===== src/rtl/demux_5ch_8bit.sv =====
// Five-channel valid/ready demultiplexer; each channel owns a 2-entry FIFO so
// in_ready depends only on sel and registered occupancy, never on out_ready.
module demux_5ch_8bit #(
    parameter int word_size = 8,
    parameter int depth     = 2
) (
    input  logic                 clk,
    input  logic                 rst_n,
    input  logic [word_size-1:0] data_in,
    input  logic [2:0]           sel,
    input  logic                 in_valid,
    output logic                 in_ready,
    output logic [word_size-1:0] out_a,
    output logic [word_size-1:0] out_b,
    output logic [word_size-1:0] out_c,
    output logic [word_size-1:0] out_d,
    output logic [word_size-1:0] out_e,
    output logic [4:0]           out_valid,
    input  logic [4:0]           out_ready,
    output logic                 bad_sel,
    output logic [7:0]           bad_sel_count
);

    localparam logic [1:0] full_cnt = 2'(depth);

    logic [word_size-1:0] mem [5][2];
    logic [4:0]           wptr;
    logic [4:0]           rptr;
    logic [1:0]           cnt [5];
    logic                 legal;
    logic                 accept;
    logic [4:0]           push_ch;
    logic [4:0]           pop_ch;

    always_comb begin
        out_valid = '0;
        for (int unsigned i = 0; i < 5; i++) begin
            out_valid[i] = (cnt[i] != 2'd0);
        end
    end

    // Illegal selects are always accepted so the producer cannot stall on them.
    always_comb begin
        legal = (sel <= 3'd4);
        case (sel)
            3'd0:    in_ready = (cnt[0] != full_cnt);
            3'd1:    in_ready = (cnt[1] != full_cnt);
            3'd2:    in_ready = (cnt[2] != full_cnt);
            3'd3:    in_ready = (cnt[3] != full_cnt);
            3'd4:    in_ready = (cnt[4] != full_cnt);
            default: in_ready = 1'b1;
        endcase
        accept = in_valid && in_ready;
    end

    always_comb begin
        push_ch = '0;
        for (int unsigned i = 0; i < 5; i++) begin
            push_ch[i] = accept && legal && (sel == 3'(i));
        end
        pop_ch = out_valid & out_ready;
    end

    always_ff @(posedge clk or negedge rst_n) begin
        if (!rst_n) begin
            for (int unsigned i = 0; i < 5; i++) begin
                mem[i][0] <= '0;
                mem[i][1] <= '0;
                cnt[i]    <= '0;
            end
            wptr          <= '0;
            rptr          <= '0;
            bad_sel       <= 1'b0;
            bad_sel_count <= '0;
        end else begin
            for (int unsigned i = 0; i < 5; i++) begin
                if (push_ch[i]) begin
                    mem[i][wptr[i]] <= data_in;
                    wptr[i]         <= ~wptr[i];
                end
                if (pop_ch[i]) begin
                    rptr[i] <= ~rptr[i];
                end
                case ({push_ch[i], pop_ch[i]})
                    2'b10:   cnt[i] <= cnt[i] + 2'd1;
                    2'b01:   cnt[i] <= cnt[i] - 2'd1;
                    default: cnt[i] <= cnt[i];
                endcase
            end
            bad_sel <= accept && !legal;
            if (accept && !legal && (bad_sel_count != '1)) begin
                bad_sel_count <= bad_sel_count + 8'd1;
            end
        end
    end

    assign out_a = mem[0][rptr[0]];
    assign out_b = mem[1][rptr[1]];
    assign out_c = mem[2][rptr[2]];
    assign out_d = mem[3][rptr[3]];
    assign out_e = mem[4][rptr[4]];

endmodule

===== config.mk =====
export PLATFORM = sky130hd
export DESIGN_NAME = demux_5ch_8bit
export DESIGN_NICKNAME = d
export VERILOG_FILES = /design/src/rtl/demux_5ch_8bit.sv
export SDC_FILE = /design/constraint.sdc
export NUM_CORES = 1
export LEC_CHECK = 0
export ABC_AREA = 1
export CORE_MARGIN = 10
export CORE_UTILIZATION = 30
export CTS_BUF_LIST = sky130_fd_sc_hd__clkbuf_8
export CTS_CLUSTER_DIAMETER = 150
export DETAILED_ROUTE_END_ITERATION = 12
export HOLD_SLACK_MARGIN = 0.08
export SYNTH_ARGS = -nofsm -noshare
export SYNTH_HDL_FRONTEND = slang
export SYNTH_SLANG_ARGS = --single-unit

===== constraint.sdc =====
create_clock -name clk -period 4.2 [get_ports clk]
set_clock_uncertainty 0.1 [all_clocks]
set_input_delay 0.84 -clock clk [delete_from_list [all_inputs] [get_ports clk]]
set_output_delay 0.84 -clock clk [all_outputs]
set_load 0.05 [all_outputs]

=== After elaboration in Yosys (flattened, before gate mapping) ===
Index checks and enable logic that the tools add are counted.

* Register bits: 109
* Word-level logic and storage cells: 157
* Memories: 0
* Memory bits (read-only): 0
* Latch bits: 0
* RAM bits: 0

* $add $sub $neg: 11
* Bitwise operators: 21
* Reductions and logical operators: 26
* $mul: 0
* Multiplexer cells: 36
* Div/mod/pow operators: 0
* Equality and inequality tests: 20
* Shift-type cells: 0
* $lt $le $gt $ge: 16

{| class="wikitable"
|+ Operators with widths
! kind !! number
|-
| $mux 8 || 20
|-
| $bwmux 16 || 5
|-
| $demux 8 s1 || 5
|-
| $ge 2x2->1 const B || 10
|-
| $not 1->2 || 10
|-
| $pmux 2 s2 || 5
|-
| $reduce_bool 2->1 || 10
|-
| $logic_and 1x1->1 || 14
|-
| $add 2x1->2 const B || 5
|-
| $eq 2x1->1 const B || 5
|-
| $eq 2x2->1 const B || 5
|-
| $lt 2x1->1 const B || 5
|-
| $ne 2x2->1 const B || 5
|-
| $not 1->1 || 10
|-
| $sub 2x1->2 const B || 5
|-
| $add 8x1->8 const B || 1
|-
| $ne 8x8->1 const B || 1
|-
| $eq 3x2->1 const B || 2
|-
| $and 5x5->5 || 1
|-
| $pmux 1 s5 || 1
|-
| $eq 3x1->1 const B || 1
|-
| $eq 3x3->1 const B || 1
|-
| $le 3x3->1 const B || 1
|-
| $logic_not 3->1 || 1
|-
| $logic_not 1->1 || 1
|}

=== Longest topological paths before layout ===
Gate-level depths: netlist (run 1).

* Depth after elaboration: 7
* Gate-level depth with buffers: 13
* Depth with buffers taken out: 11

=== Least setup slack after synthesis (run 1) ===
Ideal clock, no wire load.

* Path type: input -> output
* Start: input sel[0]
* End: output in_ready
* Path slack: 1.321 ns
* Data required time: 3.260 ns
* Data arrival time: 1.939 ns
* Path buffers: 1
* Stages: 5
* Path through: buf_4 > nor3_2 > nor2_1 > a31oi_1 > nand3_1

* Cells in the longest elaborated chain, start to end: 2
* Elaborated cells on any way between the ends: 6
* Classes of those cells: eq/ne: 4; mux: 1; reduce/logical: 1

{| class="wikitable"
|+ Ends and longest elaborated chain
! what !! line !! text
|-
| from (decl) || 10 || <nowiki>input logic [2:0] sel,</nowiki>
|-
| $eq 3x3->1, or another cell as far along || 45 || <nowiki>case (sel)</nowiki>
|-
| $pmux 1 s5 (*) || 45 ||
|-
| to (decl) || 12 || <nowiki>output logic in_ready,</nowiki>
|}

Mark *: on every way between the ends. The rest lies on a longest branch, timed or not.

=== Worst setup path after layout (run 1) ===
* Start: input sel[1]
* End: output in_ready

The elaborated chain is that of the path after synthesis.

==> results of run 1 <==
per-stage QoR:
step | cell area (um^2) | cells | setup slack, ns
5_1_grt | 6840 | 992 | 0.491
3_5_place_dp | 6640 | 976 | 0.495
2_1_floorplan | 5800 | 688 | 1.32
6_report | 6840 | 992 | 0.633
4_1_cts | 6840 | 992 | 0.633
3_3_place_gp | 6640 | 976 | 0.579
layout by cell type (no fill, tap or decap), types with 3 or more instances in the layout:
master and instances:
a21oi_1 5, buf_4 3, clkbuf_8 10, clkdlybuf4s50_1 71, clkinv_1 5, dfrtp_1 109
ha_1 6, inv_1 96, inv_2 3, nand2_1 134, nand3_1 88, nand4_1 6
nand4_2 5, nor2_1 10, nor2_4 5, nor3_1 4, o21ai_0 45, o21bai_1 80
or2_2 4, xnor2_1 17, xor2_1 10
critical path: stages:
cell and delay [ns]:
clkdlybuf4s50_1 0.73, inv_1 0.16, nand4_1 0.10, nand2_1 0.06
nor2_1 0.21, o21a_1 0.17, nand3_1 0.13, buf_4 0.23
metal layers:
| metal | global-route usage (%) | wire length (um) |
|---|---|---|
| met1 | 15.8 | 7040 |
| met2 | 18.4 | 6810 |
| met3 | 3.56 | 685 |
| met5 | 0 | 0 |
| met4 | 2.65 | 161 |
state kept, by name, indices dropped and copies added, names as in the netlist:
name	flops
bad_sel	1
bad_sel_count	8
cnt	10
mem	80
rptr	5
wptr	5
area by class of cell:
cell class / count / share of cell area [%]
Sequential cell: 109 / 39.9
Multi-Input combinational cell: 429 / 35.8
Timing Repair Buffer: 75 / 11.0
Inverter: 103 / 5.65
Tap cell: 260 / 4.76
Clock buffer: 10 / 2.01
Clock inverter: 6 / 0.896
path summary, 6_finish.rpt:
kind                             startpoint                to  slack (ns)
setup / recovery                     sel[1]          in_ready        0.63
hold / removal                        rst_n            mem[4]        0.37
setup reg to reg                     cnt[3]            cnt[1]        1.79
hold reg to reg            bad_sel_count[7]  bad_sel_count[7]        0.40
max in group asynchronous             rst_n  bad_sel_count[0]        2.86
min in group clk           bad_sel_count[7]  bad_sel_count[7]        0.40
kinds of logic (layout without fill, tap and decap cells):
kind of cell             count (synthesis)  count (layout)  share of synthesized area (%)
adder cells (fa/ha/maj)                  6               6                           1.29
flip-flops                             109             109                           47.0
AO/OA/AOI/OAI                          132             132                           14.9
AND/OR/NAND/NOR                        263             263                           21.7
multiplexers                             1               1                          0.194
buffers and inverters                  150             194                           10.7
XOR/XNOR                                27              27                           4.08
power breakdown:
| part | total (mW) | switching (mW) | leakage, nW | internal [mW] |
|---|---|---|---|---|
| Sequential | 2.03 | 0.474 | 1.29 | 1.56 |
| Combinational | 3.41 | 2.23 | 1.73 | 1.19 |
| Clock | 0.655 | 0.363 | 0.108 | 0.292 |
==> flow_metrics.tcl, run 1 <==
set metrics [dict create \
    critPathRequiredTime_ns 3.26 \
    cts_sinks 109 \
    clkLatencyLatePin_ns 0.39 \
    finalCritPeriodShare_pct 84.9 \
    rr_worst_depth 10 \
    nFillCells 1946 \
    clockBufferDepth 2 \
    drv_slew 0 \
    grt_pass1_wl_um 24400 \
    die_y_um 159 \
    die-area_um2 25300 \
    dominantRegCellSynth "dfrtp_1" \
    diodes 0 \
    portBuffers 73 \
    holdCritPathClass "primary input to asynchronous set/reset pin" \
    cts_tree "built" \
    setup_viol 0 \
    synthDistinctLibCells 32 \
    irDropWorstVdd_uv 585 \
    ys_seq_area_share_pct 47.0 \
    drt_wl_total_um 14700 \
    drive_gt1_share_pct 5.87 \
    synth_seq_cells 109 \
    powerDensity_nw_per_um2 892 \
    total_power_mw 6.10 \
    place_congestion 0.769 \
    avgSynthCellArea_um2 8.43 \
    start_util_pct 30.8 \
    grt_max_degree 61 \
    cts_resized 0 \
    yosys.area.top_type_share_pct 47.0 \
    synth.largest_area_cell "dfrtp_1" \
    dp_hpwl_um 9770 \
    first_pass_iters 4 \
    drt-initial-drc-count 367 \
    seqCellArea_um2 2730 \
    yosys_warnings 0 \
    coreArea_um2 18800 \
    wire_per_inst_um 14.8 \
    critPathCaptureType "output pin" \
    holdWs_ns 0.372 \
    antenna_found_initial 0 \
    final-hold-violation-count 0 \
    async_reset_ff_share_pct 100 \
    via_count 4430 \
    max_freq_ghz 0.280 \
    num-nets-final 752 \
    hold_buffers 0 \
    tightest_slew_ns 0.681 \
    p_leak_nw 3.13 \
    arrival_ns 2.63 \
    maxCapViolations 0 \
    root_buffer "clkbuf_8" \
    area_delta_synth_final_pct 18.0 \
    rows 50 \
    synth_most_common_cell "nand2_1" \
    gr-total-overflow 0 \
    grt_pass1_vias 4373 \
    synth_area_um2 5800 \
    post-route-util_pct 36.3 \
    crit_fanout 8 \
    postCtsSetupRepairBufs 0 \
    rsz0062_at_grt "no" \
    syn_nets 713 \
    slew_headroom_pct 54.6 \
    period_minus_slack_ns 3.57 \
    start_kind "primary input" \
    ioPinCount 74 \
    synth-edff-count 0 \
    path_class "primary input to output pin" \
    ant_nets 0 \
    cts.clk_slew.worst_paths_ns 0.10 \
    numCtsBuffers 9 \
    yosys-top-cells-area "dfrtp_1, o21bai_1, nand2_1" \
    grt_usage_pct 11.8 \
    die_w_um 159 \
    viasPerCell 4.47 \
    drcViolationCount 0 \
    synth_common_cells "nand2_1, dfrtp_1, inv_1" \
    syn_inst 688 \
    multi_input_comb_area_um2 2450 \
    run_status "complete, no violations" \
    htree_levels 3 \
    finalSetupTns_ns 0 \
]
Power figures use the tool's default switching activity.
==> run 2: changes to the inputs <==
==> constraint.sdc (replaced) <==
create_clock -name clk -period 2.9 [get_ports clk]
set_clock_uncertainty 0.1 [all_clocks]
set_input_delay 0.58 -clock clk [delete_from_list [all_inputs] [get_ports clk]]
set_output_delay 0.58 -clock clk [all_outputs]
set_load 0.05 [all_outputs]
==> flow_metrics.tcl, run 2 (synthesis gave the netlist of run 1 again) <==
set metrics [dict create \
    run_status "complete, no violations" \
    dp_hpwl_um 9900 \
    via_count 4496 \
    dpl_cell_area_um2 6780 \
    p_sw_mw 4.42 \
    p_int_mw 4.38 \
    seqCellArea_um2 2730 \
    finalCritPeriodShare_pct 96.5 \
    viasPerCell 4.47 \
    drt-initial-drc-count 246 \
    drive_gt1_share_pct 8.06 \
    holdCritPathClass "primary input to asynchronous set/reset pin" \
    max_stage_delay_ns 0.50 \
    critPathRequiredTime_ns 2.22 \
    largest_reg_flops 80 \
    start_util_pct 30.8 \
    antenna_found_initial 0 \
    path_class "primary input to output pin" \
    path_cells "clkdlybuf4s50_1, buf_12, inv_1, nand4_1, nand2_1, nor2_2, o21a_1, nand3_1, buf_4" \
    grt_max_degree 43 \
    numCtsBuffers 9 \
    irDropWorstVdd_uv 661 \
    grt_usage_pct 11.7 \
    clkLatencyLatePin_ns 0.38 \
    final_area_um2 7000 \
    ant_nets 0 \
    rows 50 \
    die-area_um2 25300 \
    powerDensity_nw_per_um2 1260 \
    multi_input_comb_area_um2 2450 \
    crit_buf_inv 4 \
    final_cell_mix "nand2_1, dfrtp_1, inv_1" \
    cts.clk_slew.worst_paths_ns 0.10 \
    reg_top3 "mem: 80 flops, cnt: 10 flops, bad_sel_count: 8 flops" \
    root_buffer "clkbuf_8" \
    place_congestion 0.783 \
    postCtsSetupRepairBufs 0 \
    rsz0062_at_grt "no" \
    start_kind "primary input" \
    crit_fanout 8 \
    die_w_um 159 \
    maxCapViolations 0 \
    drv_slew 0 \
    cp_slowest_cell "clkdlybuf4s50_1" \
    pwr-share-comb_pct 55.6 \
    rrSetupSlack_ns 0.94 \
    finalSetupTns_ns 0 \
    critical-path-top-delay-family "buffers and inverters" \
    final_common_cell "nand2_1" \
    slew_headroom_pct 55.5 \
    critPathCaptureType "output pin" \
    coreArea_um2 18800 \
    ioPinCount 74 \
    arrival_ns 2.12 \
    clockBufferDepth 2 \
    portBuffers 73 \
    rr_worst_depth 3 \
    max_freq_ghz 0.357 \
    wire_per_inst_um 14.8 \
    drt_wl_total_um 14900 \
    tightest_slew_ns 0.666 \
    power.share.sequential_pct 33.7 \
    area_delta_synth_final_pct 20.6 \
    cts_sinks 109 \
    period_minus_slack_ns 2.80 \
    cts_tree "built" \
    htree_levels 3 \
    nFillCells 1921 \
    r2r-end "mem[52]" \
    final-hold-violation-count 0 \
    setup_viol 0 \
    gr-total-overflow 0 \
    die_y_um 159 \
    first_pass_iters 5 \
    grt_pass1_vias 4517 \
    p_clk_share_pct 10.7 \
    grt_pass1_wl_um 24300 \
    top_register "mem" \
    total_power_mw 8.81 \
    switching_share_pct 50.2 \
    num-nets-final 764 \
    drcViolationCount 0 \
    p_leak_nw 3.25 \
    r2r-start "wptr[1]" \
]
==> run 2: worst register-to-register path: stages (launching register included) <==
cell      delay [ns]
dfrtp_1         0.73
clkinv_1        0.63
o21bai_1        0.31
nand2_1         0.08
==> run 2: per-stage QoR <==
stage	cells	utilization, %	hold slack [ns]	setup slack [ns]
after floorplan	688	-	0.184	0.406
after global placement	988	36.0	0.390	0.0615
after detailed placement	988	36.0	0.390	0.0344
after CTS	1004	37.0	0.0925	0.0168
after global routing	1004	37.1	0.106	0.0192
final	1005	37.2	0.0844	0.102
==> run 2: area by class of cell <==
class | count | share of cell area [%]
flip-flops and latches | 109 | 39.1
multi-input cells | 429 | 35.1
repair buffers | 87 | 12.9
inverters | 103 | 5.53
well taps | 260 | 4.65
clock buffers | 10 | 1.97
clock inverters | 6 | 0.787
diodes | 1 | 0.0358
==> run 2: repair_timing <==
action | in CTS | in global routing
cloned | 0 | 0
hold buffers | 0 | 0
resized for setup | 4 | 12
setup endpoints to repair | 4 | 30
==> run 2: worst max path at each step <==
| stage | start | end | slack, ns | depth (start not counted) |
|---|---|---|---|---|
| 2_1_floorplan | rptr[0] | out_a[5] | 0.41 | 3 |
| 3_3_place_gp | sel[1] | in_ready | 0.06 | 9 |
| 3_5_place_dp | sel[1] | in_ready | 0.03 | 9 |
| 4_1_cts | rptr[1] | out_b[2] | 0.02 | 2 |
| 5_1_grt | sel[2] | in_ready | 0.02 | 8 |
| 6_report | sel[1] | in_ready | 0.10 | 9 |
==> run 2: power groups by stage <==
| stage | Sequential, mW | Combinational, mW | Clock (mW) |
|---|---|---|---|
| floorplan | 2.69 | 3.68 | 0 |
| global placement | 2.97 | 4.96 | 0 |
| detailed placement | 2.99 | 5.00 | 0 |
| CTS | 2.96 | 4.99 | 0.981 |
| global route | 3.09 | 5.34 | 1.04 |
| finish | 2.96 | 4.90 | 0.942 |
==> run 2: layer usage <==
| layer | vias to the layer above | global-route usage (%) | share of wire [%] |
|---|---|---|---|
| met1 | 2083 | 15.2 | 45 |
| li1 | 2295 | - | - |
| met4 | 0 | 2.36 | 0.93 |
| met2 | 109 | 18.8 | 48 |
| met3 | 9 | 3.59 | 6.2 |
| met5 | - | 0 | 0 |
